[src/rtl/m_mem_responder_pkg.sv]
// m_mem_responder_pkg: shared state encoding, index width and alignment mask
//   for the memory responder and its word RAM.
`define M_MEM_IDX_W(d) (d)

package m_mem_responder_pkg;
    typedef enum logic [1:0] {
        IDLE = 2'd0,
        WAIT = 2'd1,
        RESP = 2'd2
    } state_t;
    localparam logic [1:0] MISALIGN_MASK = 2'b11;
endpackage

[src/rtl/m_word_ram.sv]
// m_word_ram: zero-initialised 32-bit word array, synchronous write, registered read.
//   clk, rst : clock, async active-high reset (clears only the read register)
//   we, re   : write / read strobes at the commit edge
//   clr      : return the read register to 0
//   idx, wd  : word index and write data
//   rd       : registered read data
module m_word_ram #(
    parameter int DEPTH_LOG2 = 6
) (
    input  logic                  clk,
    input  logic                  rst,
    input  logic                  we,
    input  logic                  re,
    input  logic                  clr,
    input  logic [DEPTH_LOG2-1:0] idx,
    input  logic [31:0]           wd,
    output logic [31:0]           rd
);
    logic [31:0] mem [2**DEPTH_LOG2] = '{default: '0};

    always_ff @(posedge clk)
        if (we) mem[idx] <= wd;

    // reads see the array before any write on the same edge
    always_ff @(posedge clk or posedge rst)
        if (rst) rd <= '0;
        else if (re) rd <= mem[idx];
        else if (clr) rd <= '0;
endmodule

[src/rtl/m_mem_responder.sv]
// m_mem_responder: single-outstanding valid/ready memory responder with fixed latency.
//   w_clk, w_rst            : clock, async active-high reset
//   w_req_valid/w_req_ready : request handshake; w_req_we/adr/wd request fields
//   w_rsp_valid/w_rsp_ready : response handshake; w_rsp_rd read data, w_rsp_err access error
module m_mem_responder
    import m_mem_responder_pkg::*;
#(
    parameter int DEPTH_LOG2 = 6,
    parameter int LATENCY    = 2
) (
    input  logic        w_clk,
    input  logic        w_rst,
    input  logic        w_req_valid,
    output logic        w_req_ready,
    input  logic        w_req_we,
    input  logic [31:0] w_req_adr,
    input  logic [31:0] w_req_wd,
    output logic        w_rsp_valid,
    input  logic        w_rsp_ready,
    output logic [31:0] w_rsp_rd,
    output logic        w_rsp_err
);
    state_t      state;
    logic [3:0]  cnt;
    logic        lat_we;
    logic [31:0] lat_adr, lat_wd;
    logic        c_we, c_err, commit;
    logic [31:0] c_adr, c_wd;
    logic [`M_MEM_IDX_W(DEPTH_LOG2)-1:0] idx;

    assign w_req_ready = (state == IDLE) && !w_rst;

    // with LATENCY == 1 the commit edge is the acceptance edge, so use the live request
    always_comb begin
        c_we   = (state == IDLE) ? w_req_we  : lat_we;
        c_adr  = (state == IDLE) ? w_req_adr : lat_adr;
        c_wd   = (state == IDLE) ? w_req_wd  : lat_wd;
        c_err  = |(c_adr[1:0] & MISALIGN_MASK) | |c_adr[31:DEPTH_LOG2+2];
        idx    = c_adr[DEPTH_LOG2+1:2];
        commit = (state == IDLE && w_req_valid && LATENCY == 1) || (state == WAIT && cnt == 4'd1);
    end

    m_word_ram #(.DEPTH_LOG2(DEPTH_LOG2)) u_ram (
        .clk (w_clk),
        .rst (w_rst),
        .we  (commit && c_we && !c_err),
        .re  (commit && !c_we && !c_err),
        .clr (state == RESP && w_rsp_ready),
        .idx (idx),
        .wd  (c_wd),
        .rd  (w_rsp_rd)
    );

    always_ff @(posedge w_clk or posedge w_rst)
        if (w_rst) begin
            state       <= IDLE;
            cnt         <= '0;
            lat_we      <= 1'b0;
            lat_adr     <= '0;
            lat_wd      <= '0;
            w_rsp_valid <= 1'b0;
            w_rsp_err   <= 1'b0;
        end else begin
            case (state)
                IDLE: if (w_req_valid) begin
                    lat_we  <= w_req_we;
                    lat_adr <= w_req_adr;
                    lat_wd  <= w_req_wd;
                    cnt     <= 4'(LATENCY - 1);
                    state   <= (LATENCY > 1) ? WAIT : RESP;
                end
                WAIT: cnt <= cnt - 4'd1;
                RESP: if (w_rsp_ready) begin
                    state       <= IDLE;
                    w_rsp_valid <= 1'b0;
                    w_rsp_err   <= 1'b0;
                end
                default: state <= IDLE;
            endcase
            if (commit) begin
                state       <= RESP;
                w_rsp_valid <= 1'b1;
                w_rsp_err   <= c_err;
            end
        end
endmodule

[config.mk]
export PLATFORM = sky130hd
export DESIGN_NAME = m_mem_responder
export DESIGN_NICKNAME = d
export VERILOG_FILES = /design/src/rtl/m_mem_responder_pkg.sv /design/src/rtl/m_word_ram.sv /design/src/rtl/m_mem_responder.sv
export SDC_FILE = /design/constraint.sdc
export NUM_CORES = 2
export LEC_CHECK = 0
export ABC_CLOCK_PERIOD_IN_PS = 5300
export CAP_MARGIN = 15
export CORE_ASPECT_RATIO = 1.2
export CORE_MARGIN = 2
export CORE_UTILIZATION = 56
export DETAILED_ROUTE_END_ITERATION = 7
export PLACE_DENSITY_LB_ADDON = 0.08
export SYNTH_ARGS = -nofsm -noshare
export SYNTH_HDL_FRONTEND = slang
export SYNTH_SLANG_ARGS = --single-unit
[constraint.sdc]
create_clock -name w_clk -period 5.3 [get_ports w_clk]
set_clock_uncertainty 0.05 [all_clocks]
set_input_delay 1.06 -clock w_clk [delete_from_list [all_inputs] [get_ports w_clk]]
set_output_delay 1.06 -clock w_clk [all_outputs]
set_load 0.02 [all_outputs]
==> results.yml <==
final_layout:
  area_delta_synth_final_pct: 15.5
  fin_nets: 5628
  fill_cells: 10100
  fin_area_sq_um: 93000
  drive_gt1_frac: 0.133
  layoutNonFillerInstCount: 7649
routing:
  vias_per_cell: 7.13
  drt_iter0_drc: 10300
  avgRoutedWirePerCell_microns: 39.4
  dr.pass1.iters: 8
  antenna_left: 0
  drc: 0
  wl_microns: 301000
  vias: 54500
synthesis:
  syn_nets: 5304
  ys_types: 69
  synth-edff-count: 2048
  ys_seq_area_frac: 0.796
  yosysWarnings: 0
  ys_async_sr_fraction: 0.0488
  synth_cells: 5233
  ys_ff_latch: 2153
  synth_top_area_cell: "edfxtp_1"
  synth_most_common_cell: "edfxtp_1"
  synth_area_leaders: "edfxtp_1, o22ai_1, nand2_1"
  synth_area_sq_um: 80500
  synth.avg_cell_area_sq_um: 15.4
  synth_top_area_share: 0.764
  synth_flop_cell: "edfxtp_1"
  ys_top_cells_by_count: "edfxtp_1, nand2_1, o22ai_1, nor2_1, a21oi_1"
die:
  die_area_sq_um: 147000
  io_pins: 104
  start_util: 0.564
  core-area_sq_um: 143000
  die_h_microns: 419
  die_x_microns: 350
  rows: 152
worst_setup_path:
  max_stage_delay_ns: 1.07
  cpMaxStageDelayCell: "nor4_1"
  critPathKind: "reg -> reg"
  crit_path_start_kind: "flop"
  required_ns: 6.02
  r2r_cells: 8
  rr_endpoint: "u_ram.rd[2]"
  rrSetupSlack_ns: 0.75
  crit_arrival_ns: 5.27
  r2r-start: "state[0]"
  cp_cell_sequence: "or2_2 > o21ai_0 > nand2_2 > nor2_1 > a32oi_1 > o2111ai_1 > nor4_1 > a22o_1"
  critPathMaxFanout: 19
  end_kind: "flop"
placed_design:
  dpl-instance-area_sq_um: 86700
  dp_cells: 7274
  port_buffers: 103
  place_congestion: 0.918
  hpwlAfterDp_microns: 174000
power_and_ir_drop:
  leakage_uw: 0.0309
  finalPower_uw: 52400
  ir_drop_uv: 491
  power.density_nw_per_um2: 564
sta:
  worst_pin_slew_ns: 1.34
  holdWs_ns: 0.426
  rsz0062_at_grt: "no"
  finalSetupViolCount: 0
  period_minus_slack_ns: 4.55
  max_slew_margin: 0.0960
  max_freq_ghz: 0.220
  final_max_slew_viol_count: 0
  timing.final.hold_violations: 0
  fin_tns_setup_ns: 0
  period_share: 0.859
cts:
  path_clk_slew_ns: 0.06
  cts_tree: "yes"
  holdBufCountCts: 0
  cts_setup_buffers: 0
  clkLatencyLatePin_ns: 0.86
  cts_buffers: 199
  cts_resized: 0
  htreeDepth: 4
  cts.sinks: 2153
  root_buffer: "clkbuf_16"
  cts_buffer_depth: 3
global_route:
  grt_usage: 0.409
  antenna_found_initial: 14
  grt_pass1_wl_microns: 408000
  grt_max_degree: 78
  grt_pass1_vias: 51000
  grt_overflow_total: 0
hold_path:
  hold_start: "lat_adr[17]"
  worst_hold_path_type: "reg -> reg"
  min_to: "lat_adr[17]"
  min_path_cells: 2
flow_run:
  cap_viol_max_count: 0
run_status:
  outcome: "finished clean"
[critical path: cells and delay by family (launching register included)]
family           cells  cell delay, ns
AND/OR/NAND/NOR      4            2.59
AO/OA/AOI/OAI        4            1.09
flip-flops           1            0.75
[cells by family after synthesis]
group / count (synthesis) / synth area share
AOI/OAI and AO/OA: 1146 / 0.0932
and+or+nand+nor: 1524 / 0.0811
adders and majority gates: 2 / 0.000311
DFF: 2153 / 0.796
xor gates and xnor gates: 1 / 0.000109
muxes: 75 / 0.00940
buffers and inverters: 332 / 0.0195
[through the flow]
step | util | worst slack (ns)
5_1_grt | 0.651 | 0.761
6_report | 0.651 | 0.745
4_1_cts | 0.650 | 0.922
2_1_floorplan | - | 0.883
3_3_place_gp | 0.606 | 0.201
3_5_place_dp | 0.607 | 0.153
[how the worst max path moves through the flow]
stage / startpoint / depth (start not counted) / slack (ns) / endpoint
after floorplan: w_req_adr[3] / 9 / 0.88 / u_ram.mem[15][0]
after global placement: w_req_adr[4] / 11 / 0.20 / u_ram.rd[16]
after detailed placement: w_req_adr[4] / 11 / 0.15 / u_ram.rd[16]
after CTS: state[0] / 4 / 0.92 / w_req_ready
after global routing: state[0] / 4 / 0.76 / w_req_ready
final: state[0] / 8 / 0.75 / u_ram.rd[2]
[registers in the layout (all words and copies together), names as in the netlist]
name	count
w_rsp_err	1
u_ram.rd	32
u_ram.mem	2048
w_rsp_valid	1
cnt	4
lat_wd	32
state	2
lat_we	1
lat_adr	32
[routing by layer]
| layer | vias up | wire length, microns | track usage |
|---|---|---|---|
| met1 | 27500 | 104000 | 0.551 |
| met5 | - | 124 | 0 |
| met2 | 4876 | 134000 | 0.612 |
| li1 | 21200 | - | - |
| met3 | 969 | 44500 | 0.114 |
| met4 | 14 | 18700 | 0.215 |
[cell type report]
class                           instances  area (sq um)  area share
Antenna cell                            3          7.51   0.0000807
Tap cell                             1925          2410      0.0259
Inverter                                5          23.8    0.000256
Sequential cell                      2153         64100       0.689
Timing Repair Buffer                  450          4730      0.0509
Multi-Input combinational cell       2748         15500       0.167
Clock buffer                          255          5330      0.0572
Clock inverter                        110           905     0.00972
[power by group]
group          switching, uW  internal [uW]  total, uW
clock                   6290           7720      14000
sequential               203          21800      22000
combinational          12300           4090      16400
[layout by cell type (no fill, tap or decap), drive strengths merged, types with 13 or more instances in the layout]
cell type	synthesis	routed
a22oi	27	27
nor3	89	89
nor4	104	104
and3	21	21
bufinv	0	13
a21oi	210	210
buf	231	347
o21ai	47	47
dfrtp	105	105
clkdlybuf4s50	0	103
or4	20	20
nand2	855	855
clkinv	0	77
nor2	276	276
a32oi	18	18
o22ai	566	566
nand3	113	113
mux2i	73	73
clkbuf	96	255
a32o	33	33
a22o	19	19
o31ai	25	25
a311oi	16	16
inv	5	15
o221ai	41	41
edfxtp	2048	2048
a31oi	97	97
(Power assumes the default switching activity.)
